File: src/rtl/phy_ft_n.sv
// rtl/phy_ft_n.sv - N-port PHY fault-tolerance selector with debounce, revert and force override
module phy_ft_n #(
    parameter int PORT_NUM        = 4,
    parameter int PRIMARY         = 0,
    parameter int DEBOUNCE_CYCLES = 16,
    parameter int REVERT          = 1,
    parameter int REVERT_CYCLES   = 1024,
    parameter int PW              = (PORT_NUM > 2) ? $clog2(PORT_NUM) : 1
) (
    input  logic                  clk,
    input  logic                  rst_n,
    input  logic [PORT_NUM-1:0]   phy_up,
    input  logic [2*PORT_NUM-1:0] phy_speed,
    input  logic [PORT_NUM-1:0]   phy_duplex,
    input  logic                  force_en,
    input  logic [PW-1:0]         force_port,
    output logic [PW-1:0]         active_port,
    output logic                  link_up,
    output logic [1:0]            speed,
    output logic                  full_duplex,
    output logic                  link_change,
    output logic [15:0]           switch_count
);

    // Power-of-two padded port count so any PW-bit index stays in range
    localparam int NP2 = 2 ** PW;

    localparam int DW = (DEBOUNCE_CYCLES > 1) ? $clog2(DEBOUNCE_CYCLES + 1) : 1;
    localparam int RW = (REVERT_CYCLES > 1) ? $clog2(REVERT_CYCLES + 1) : 1;

    // Counters saturate one below the target: the sample that reaches the
    // target is the one where the filtered condition becomes true.
    localparam logic [DW-1:0] DEB_MAX = DW'(DEBOUNCE_CYCLES - 1);
    localparam logic [RW-1:0] REV_MAX = RW'(REVERT_CYCLES - 1);
    localparam logic [PW-1:0] PRI     = PW'(PRIMARY);

    localparam logic [0:0] NO_LINK = 1'b0;
    localparam logic [0:0] ACTIVE  = 1'b1;

    logic [DW-1:0]       deb_cnt [PORT_NUM];
    logic [PORT_NUM-1:0] up_f;
    logic [NP2-1:0]      up_pad;
    logic [2*NP2-1:0]    spd_pad;
    logic [NP2-1:0]      dup_pad;

    logic [RW-1:0]       rev_cnt;
    logic                revert_ok;

    logic [0:0]          state;
    logic [0:0]          n_state;
    logic [PW-1:0]       n_port;
    logic                n_link;
    logic [1:0]          n_speed;
    logic                n_dup;
    logic                n_change;
    logic                sw_inc;

    logic                found;
    logic [PW-1:0]       winner;
    logic                force_ok;

    // Per-port debounce counters: count consecutive high samples, restart on any low
    always_ff @(posedge clk) begin
        for (int i = 0; i < PORT_NUM; i++) begin
            if (!rst_n) begin
                deb_cnt[i] <= '0;
            end else if (!phy_up[i]) begin
                deb_cnt[i] <= '0;
            end else if (deb_cnt[i] != DEB_MAX) begin
                deb_cnt[i] <= deb_cnt[i] + 1'b1;
            end
        end
    end

    // Filtered link: rises on the final debounce sample, falls on the first low sample
    always_comb begin
        for (int i = 0; i < PORT_NUM; i++) begin
            up_f[i] = phy_up[i] && (deb_cnt[i] == DEB_MAX);
        end
    end

    // Zero-extended copies so a PW-bit index never selects past the real ports
    always_comb begin
        up_pad  = NP2'(up_f);
        spd_pad = (2 * NP2)'(phy_speed);
        dup_pad = NP2'(phy_duplex);
    end

    // Priority search: PRIMARY first, then upward wrapping modulo PORT_NUM
    always_comb begin
        found  = 1'b0;
        winner = PRI;
        for (int k = 0; k < PORT_NUM; k++) begin
            if (!found && up_f[(PRIMARY + k) % PORT_NUM]) begin
                found  = 1'b1;
                winner = PW'((PRIMARY + k) % PORT_NUM);
            end
        end
    end

    // Force is honoured only for an index that names a real port
    always_comb begin
        force_ok = force_en && (32'(force_port) < PORT_NUM);
    end

    // Revert timer: consecutive filtered-up cycles of PRIMARY while another port carries traffic
    always_ff @(posedge clk) begin
        if (!rst_n) begin
            rev_cnt <= '0;
        end else if (force_ok || (state != ACTIVE) || (active_port == PRI) || !up_f[PRIMARY]) begin
            rev_cnt <= '0;
        end else if (rev_cnt != REV_MAX) begin
            rev_cnt <= rev_cnt + 1'b1;
        end
    end

    // Revert fires on the sample where PRIMARY completes its stability window
    always_comb begin
        revert_ok = (REVERT != 0) && (state == ACTIVE) && (active_port != PRI) &&
                    up_f[PRIMARY] && (rev_cnt == REV_MAX);
    end

    // Next-state selection; a drop of the active port is handled before any revert
    always_comb begin
        n_state = state;
        n_port  = active_port;
        n_link  = link_up;
        sw_inc  = 1'b0;
        if (force_ok) begin
            n_port  = force_port;
            n_link  = up_pad[force_port];
            n_state = up_pad[force_port] ? ACTIVE : NO_LINK;
        end else begin
            case (state)
                NO_LINK: begin
                    n_link = 1'b0;
                    if (found) begin
                        n_port  = winner;
                        n_link  = 1'b1;
                        n_state = ACTIVE;
                    end
                end
                default: begin
                    n_link = 1'b1;
                    if (!up_pad[active_port]) begin
                        if (found) begin
                            n_port = winner;
                            sw_inc = 1'b1;
                        end else begin
                            n_link  = 1'b0;
                            n_state = NO_LINK;
                        end
                    end else if (revert_ok) begin
                        n_port = PRI;
                        sw_inc = 1'b1;
                    end
                end
            endcase
        end
    end

    // Visible speed/duplex of the port about to be presented; masked while the link is down
    always_comb begin
        n_speed  = n_link ? spd_pad[{n_port, 1'b0} +: 2] : 2'b00;
        n_dup    = n_link ? dup_pad[n_port] : 1'b0;
        n_change = (n_port != active_port) || (n_link != link_up) ||
                   (n_speed != speed) || (n_dup != full_duplex);
    end

    // Registered outputs, state and saturating failover counter
    always_ff @(posedge clk) begin
        if (!rst_n) begin
            state        <= NO_LINK;
            active_port  <= PRI;
            link_up      <= 1'b0;
            speed        <= 2'b00;
            full_duplex  <= 1'b0;
            link_change  <= 1'b0;
            switch_count <= 16'h0000;
        end else begin
            state       <= n_state;
            active_port <= n_port;
            link_up     <= n_link;
            speed       <= n_speed;
            full_duplex <= n_dup;
            link_change <= n_change;
            if (sw_inc && (switch_count != 16'hFFFF)) begin
                switch_count <= switch_count + 16'h0001;
            end
        end
    end

endmodule

File: config.mk
export PLATFORM = sky130hd
export DESIGN_NAME = phy_ft_n
export DESIGN_NICKNAME = d
export VERILOG_FILES = /design/src/rtl/phy_ft_n.sv
export SDC_FILE = /design/constraint.sdc
export NUM_CORES = 1
export LEC_CHECK = 0
export ABC_AREA = 1
export ABC_CLOCK_PERIOD_IN_PS = 3100
export CORE_ASPECT_RATIO = 0.7
export CORE_MARGIN = 10
export CORE_UTILIZATION = 25
export DETAILED_ROUTE_END_ITERATION = 8
export HOLD_SLACK_MARGIN = 0.15
export PLACE_DENSITY_LB_ADDON = 0.15
export SYNTH_ARGS = -nofsm -noshare
export SYNTH_HDL_FRONTEND = slang
export SYNTH_SLANG_ARGS = --single-unit
File: constraint.sdc
create_clock -name clk -period 3.1 [get_ports clk]
set_input_delay 0.62 -clock clk [delete_from_list [all_inputs] [get_ports clk]]
set_output_delay 0.62 -clock clk [all_outputs]
set_load 0.03 [all_outputs]
Word level (Yosys, flattened, before mapping) --
Memories as Yosys holds them, arrays and structs flattened. Cells that the tools add are included.
Storage, ports and cells: flip-flop bits (word level) 35, RAM bits 20, input port bits 21, output and inout port bits 23, logic and storage cells 135, memories kept 1
Memories:
- deb_cnt | depth 4, width 5, rd ports 4, clocked after memory_dff 0, wr ports 4, RTL line 40 | logic [DW-1:0] deb_cnt [PORT_NUM];
Cells by class: add/subtract/negate cells 6, magnitude comparators 3, equality and inequality tests 15, shift operators 1, mux-type cells 67, bitwise operators 10, reduce and logical (&&, ||, !) cells 24
Operators by type and width (count):
- 1-bit two-way mux | 48
- 5-bit two-way mux | 8
- 5-bit by 1-bit adder with 5-bit output, second input constant | 4
- 5-bit by 4-bit == test with 1-bit output, second input constant | 4
- 5-bit by 4-bit != test with 1-bit output, second input constant | 4
- 16-bit by 1-bit adder with 16-bit output, second input constant | 1
- 2-bit two-way mux | 8
- 16-bit != test, second input constant | 1
- 11-bit by 1-bit adder with 11-bit output, second input constant | 1
- 11-bit by 10-bit == test with 1-bit output, second input constant | 1
- 1-bit logical AND | 11
- 11-bit by 10-bit != test with 1-bit output, second input constant | 1
- 2-bit by 3-bit < comparator with 1-bit output, second input constant | 3
- 1-bit bitwise OR | 8
- 8-bit by 4-bit indexed part select with 2-bit output | 1
- 1-bit binary-select mux with 2-bit select | 3
- 1-bit logical OR | 6
- 1-bit logical NOT | 4
- 2-bit != test | 2
- 2-bit logical NOT | 1
- 1-bit != test | 2
- 1-bit inverter | 2
- 2-bit nonzero test | 1
- 2-bit OR reduction | 1

Logic depth before layout (Yosys ltp) --
An unclocked memory read counts as a cell.
depth in word-level cells 22, mapped depth 21, gate-level depth less buffers 21

Worst setup path after synthesis --
No wires, ideal clock.
path kind flip-flop to flip-flop, from mem deb_cnt[1][0] in the netlist's numbering, to reg link_change, library setup time 128 ps, data arrival time 2106 ps, data required time 2972 ps, slack 866 ps, stages on the path, launching flop included 21, path buffers 0, period minus slack after synthesis 2234 ps, cell sequence edfxtp_1 -> ha_1 -> nand2_1 -> nor2_1 -> ha_1 -> nand2_2 -> nand2_1 -> nand3_1 -> nand2_4 -> nand2_2 -> a21oi_2 -> nand2_2 -> nand2_4 -> nand2_1 -> nand3_1 -> nand2_1 -> nand2_1 -> nand2_1 -> nand3_1 -> nor2_1 -> nor2_1
RTL lines:
- start: declaration | RTL line 40
- end signal: assignment | RTL line 186 | link_change <= n_change;
- end: declaration | RTL line 21 | output logic link_change,

==> impl_summary.md <==
STA
Clock skew on the completed layout was measured at 0.00694 ns. The number of failing hold endpoints at the final stage is 0. The total negative setup slack is 0 ns. Setup repair after global routing left no endpoint under its margin. The final count of pins violating max slew is 0. The period utilization is 0.823. For this run, the top clock speed supported by timing is 392 MHz.

At the pin with the least slew margin, the transition time is 0.475 ns. The minimum clock period is 2.55 ns. Measured against its own limit, the worst slew margin works out to 0.683.

The total setup violations reported at the end of the flow is 0. Setup slack closes at 0.548 ns.

Synthesis
The share of the synthesized area in compound gates (AO/OA/AOI/OAI) is 0.0995. The synthesis warning total is 0. The number of enable-type register cells in the synthesized netlist is 20. The synthesized instance count is ~380.

The share of the Yosys chip area taken by registers is 0.432. The number of unique standard cell types used by synthesis is 37. The commonest cells after synthesis are 66 x sky130_fd_sc_hd__nand2_1, 59 x sky130_fd_sc_hd__inv_1, 49 x sky130_fd_sc_hd__nor2_1, 34 x sky130_fd_sc_hd__dfxtp_1, 30 x sky130_fd_sc_hd__nand3_1. Summing every instance area after synthesis gives 2970 um2. The post-synthesis share of cell area spent on xor and xnor gates is 0.0207.

The average cell area after synthesis is around 7.7 um2. The top cell type by total area after synthesis is sky130_fd_sc_hd__dfxtp_1. In the post-synthesis netlist, the cell with the most instances is sky130_fd_sc_hd__nand2_1. In the post-synthesis netlist, the biggest area contributors are sky130_fd_sc_hd__dfxtp_1 23%, sky130_fd_sc_hd__edfxtp_1 20%, sky130_fd_sc_hd__nand2_1 8.4%, sky130_fd_sc_hd__inv_1 7.5%, sky130_fd_sc_hd__nor2_1 6.2%.

The arithmetic-cell share of the synthesized area counting full adders, half adders and majority gates is 0.0422. The mux cell area share after synthesis is 0. Of the total synthesized cell area, the portion taken by AND, OR, NAND and NOR gates is 0.322. Among all flip-flop cells after synthesis, the most frequent one is sky130_fd_sc_hd__dfxtp_1. Of the post-synthesis cell area, the dominant cell type holds 0.229. After synthesis, the share of flip-flops with an asynchronous set or reset is 0.

By area, the combinational part of the netlist is dominated by simple AND/OR/NAND/NOR gates. When the netlist entered floorplanning its net count stood at about 410. Counting flops and latches in the post-synthesis netlist gives 54.

Placement
Input and output buffers added on the ports amount to 43. At the placement stage, the worst setup path has a slack of 0.284 ns. The congestion estimate from routability-driven global placement came to between 0.7 and 0.8. The wire-length estimate of the detail-placed layout is 5630 um.

Setup path
The critical path startpoint category is a flip-flop. The required time at the worst-slack endpoint is between 3 and 4 ns. In this run the worst path has a maximum fanout of 6. STA puts the critical path data arrival time at about 2.7 ns. The worst setup path is of the flip-flop to flip-flop kind. The capturing element type of the critical path is a flip-flop.

GRT
The first global-routing pass estimated 12,000 um of wire. The number of antenna violations at the first check in global routing is 0. The global-route usage over all layers is 0.0867.

The number of global-route vias before repair came to 2,452. The overall overflow remaining after global route is 0. The largest net degree at the start of global routing is 20.

Clock tree
The number of clock sinks seen by CTS is 54. The maximum number of buffers from clock root to sink is 2. The level count of the clock H-tree is 2. Clock-pin slew was measured on the worst setup and hold paths at approximately 0.07 ns. The number of gates resized after CTS was 0. The CTS root buffer is sky130_fd_sc_hd__clkbuf_16. The number of buffers added for setup after CTS is 0.

TritonCTS built the clock tree. Buffers inserted during clock tree synthesis total 5. The clock insertion delay at the later pin of the skew report is 0.29 ns. In this run, post-CTS hold repair placed 0 buffers.

Pwr
The switching share of power is 0.227. The final total power is 0.00153 W. Summed over all cells, the static leakage comes to 1.47 nW.

The worst-case IR drop observed on VDD is approximately 0.20 mV. The proportion of power drawn by flip-flops and latches is 0.492. The logic gate share of total power is 0.093.

Dividing total power by cell area gives a power density of 407 nW/um2. Cell internal power was estimated by the tool at 0.00118 W. The switching power total is 0.000348 W.

The share of total power dissipated in the clock network is 0.414.

Routing
The number of design rule violations left after detail routing is 0. Once detail routing completed, the nets flagged for antenna violations numbered 0. The violation count after the first detailed-routing iteration is about 150. After detailed routing, the average wire length per cell comes to 12.1 um. The via density per instance is 4.31. The number of vias after detailed routing is 2,540. The first detailed-routing pass ran for 4 iterations. The total wire length is 7120 um.

Floorplan
The effective utilization at floorplan is 0.255. The floorplan step set the die height to 111 um. The die covers 16,700 um2. The horizontal die dimension is around 150 um.

The count of boundary I/O pins is 44. The area of the core region is 11,600 um2. The floorplan has 33 rows.

Cells and area
0 antenna diodes ended up in the layout. For this run, the post-layout net count is roughly 460. In the final layout, the share of cells above drive strength 1 is 0.0764. The area growth from synthesis to layout is 26.7%. Once layout is complete, the utilization of the core stands at 0.323.

Status
The flow ran to the end, and the final reports show no timing, DRC or antenna violations.

Run
The total of max-cap violations is 0.

Min path
The class of the most critical hold timing path is flip-flop to flip-flop.
## cells by family after synthesis
kind of cell | after synthesis
buf+inv | 66
compound gates | 52
xor+xnor | 7
flops | 54
fa+ha+maj | 10
simple gates | 194
## cell usage in the layout (no fill, tap or decap), drive strengths merged
master         count
dfxtp             34
nor3              11
or2                2
nor2              54
ha                10
clkinv             3
buf                2
o21a               6
and3               1
a31oi              2
bufinv             1
o211ai             1
clkbuf             5
a21oi             25
edfxtp            20
clkdlybuf4s50     43
nand2             74
nand4              5
nor3b              7
nand3             33
inv               61
o21ai             18
xnor2              3
nand3b             7
xor2               4
## routing by layer
metal	global-route usage	up-vias	share of wire
met3	0.0371	5	0.080
met2	0.125	51	0.40
met1	0.116	1131	0.51
met5	0	-	0
li1	-	1353	-
met4	0.0194	0	0.0070
## area by class of cell
class                   instances  area, um2
clock buffers                   5        125
clock inverters                 3       40.0
fillers                      1249       7890
inverters                      62        233
multi-input cells             263       1440
flip-flops and latches         54       1280
well taps                     157        196
repair buffers                 45        445
## sequential cells by signal, summed over array words and instances (netlist names)
signal and count:
deb_cnt 20, link_change 1, switch_count 16, rev_cnt 11, speed 2, active_port 2
full_duplex 1, link_up 1
## final timing paths
path	slack (ns)	start	cells after the start	end
min	0.46	rev_cnt[10]	2	rev_cnt[10]
max	0.55	deb_cnt[1][0]	21	link_change
max reg2reg	0.55	deb_cnt[1][0]	21	link_change
min reg2reg	0.46	rev_cnt[10]	2	rev_cnt[10]
## metrics by stage
step | cell area [um2] | hold WS, ns | instances
6_report | 3760 | 0.463 | 589
5_1_grt | 3760 | 0.486 | 589
4_1_cts | 3760 | 0.468 | 589
3_5_place_dp | 3590 | 0.456 | 581
3_3_place_gp | 3590 | 0.432 | 581
2_1_floorplan | 2970 | 0.422 | 383
## worst max-delay path, stage by stage, from the launching register on
cell	delay, ns
sky130_fd_sc_hd__edfxtp_1	0.38
sky130_fd_sc_hd__ha_1	0.18
sky130_fd_sc_hd__nand2_1	0.07
sky130_fd_sc_hd__nor2_1	0.10
sky130_fd_sc_hd__ha_1	0.21
sky130_fd_sc_hd__nand2_2	0.12
sky130_fd_sc_hd__nand2_1	0.07
sky130_fd_sc_hd__nand3_1	0.10
sky130_fd_sc_hd__nand2_4	0.13
sky130_fd_sc_hd__nand2_2	0.06
sky130_fd_sc_hd__a21oi_1	0.13
sky130_fd_sc_hd__nand2_1	0.06
sky130_fd_sc_hd__nand2_1	0.19
sky130_fd_sc_hd__inv_2	0.09
sky130_fd_sc_hd__nand3_1	0.09
sky130_fd_sc_hd__nand2_1	0.07
sky130_fd_sc_hd__nand2_1	0.08
sky130_fd_sc_hd__nand2_1	0.05
sky130_fd_sc_hd__nand2_1	0.05
sky130_fd_sc_hd__nand2_1	0.05
sky130_fd_sc_hd__nor2_1	0.09
sky130_fd_sc_hd__nor2_1	0.04
## power by group through the flow
stage | combinational [W] | clock [W] | sequential [W]
after floorplan | 0.0000736 | 0 | 0.000777
after global placement | 0.000144 | 0 | 0.000770
after detailed placement | 0.000144 | 0 | 0.000769
after CTS | 0.000145 | 0.000662 | 0.000753
after global routing | 0.000162 | 0.000689 | 0.000755
final | 0.000143 | 0.000634 | 0.000753
No activity file was read; power rests on OpenSTA's default activity.
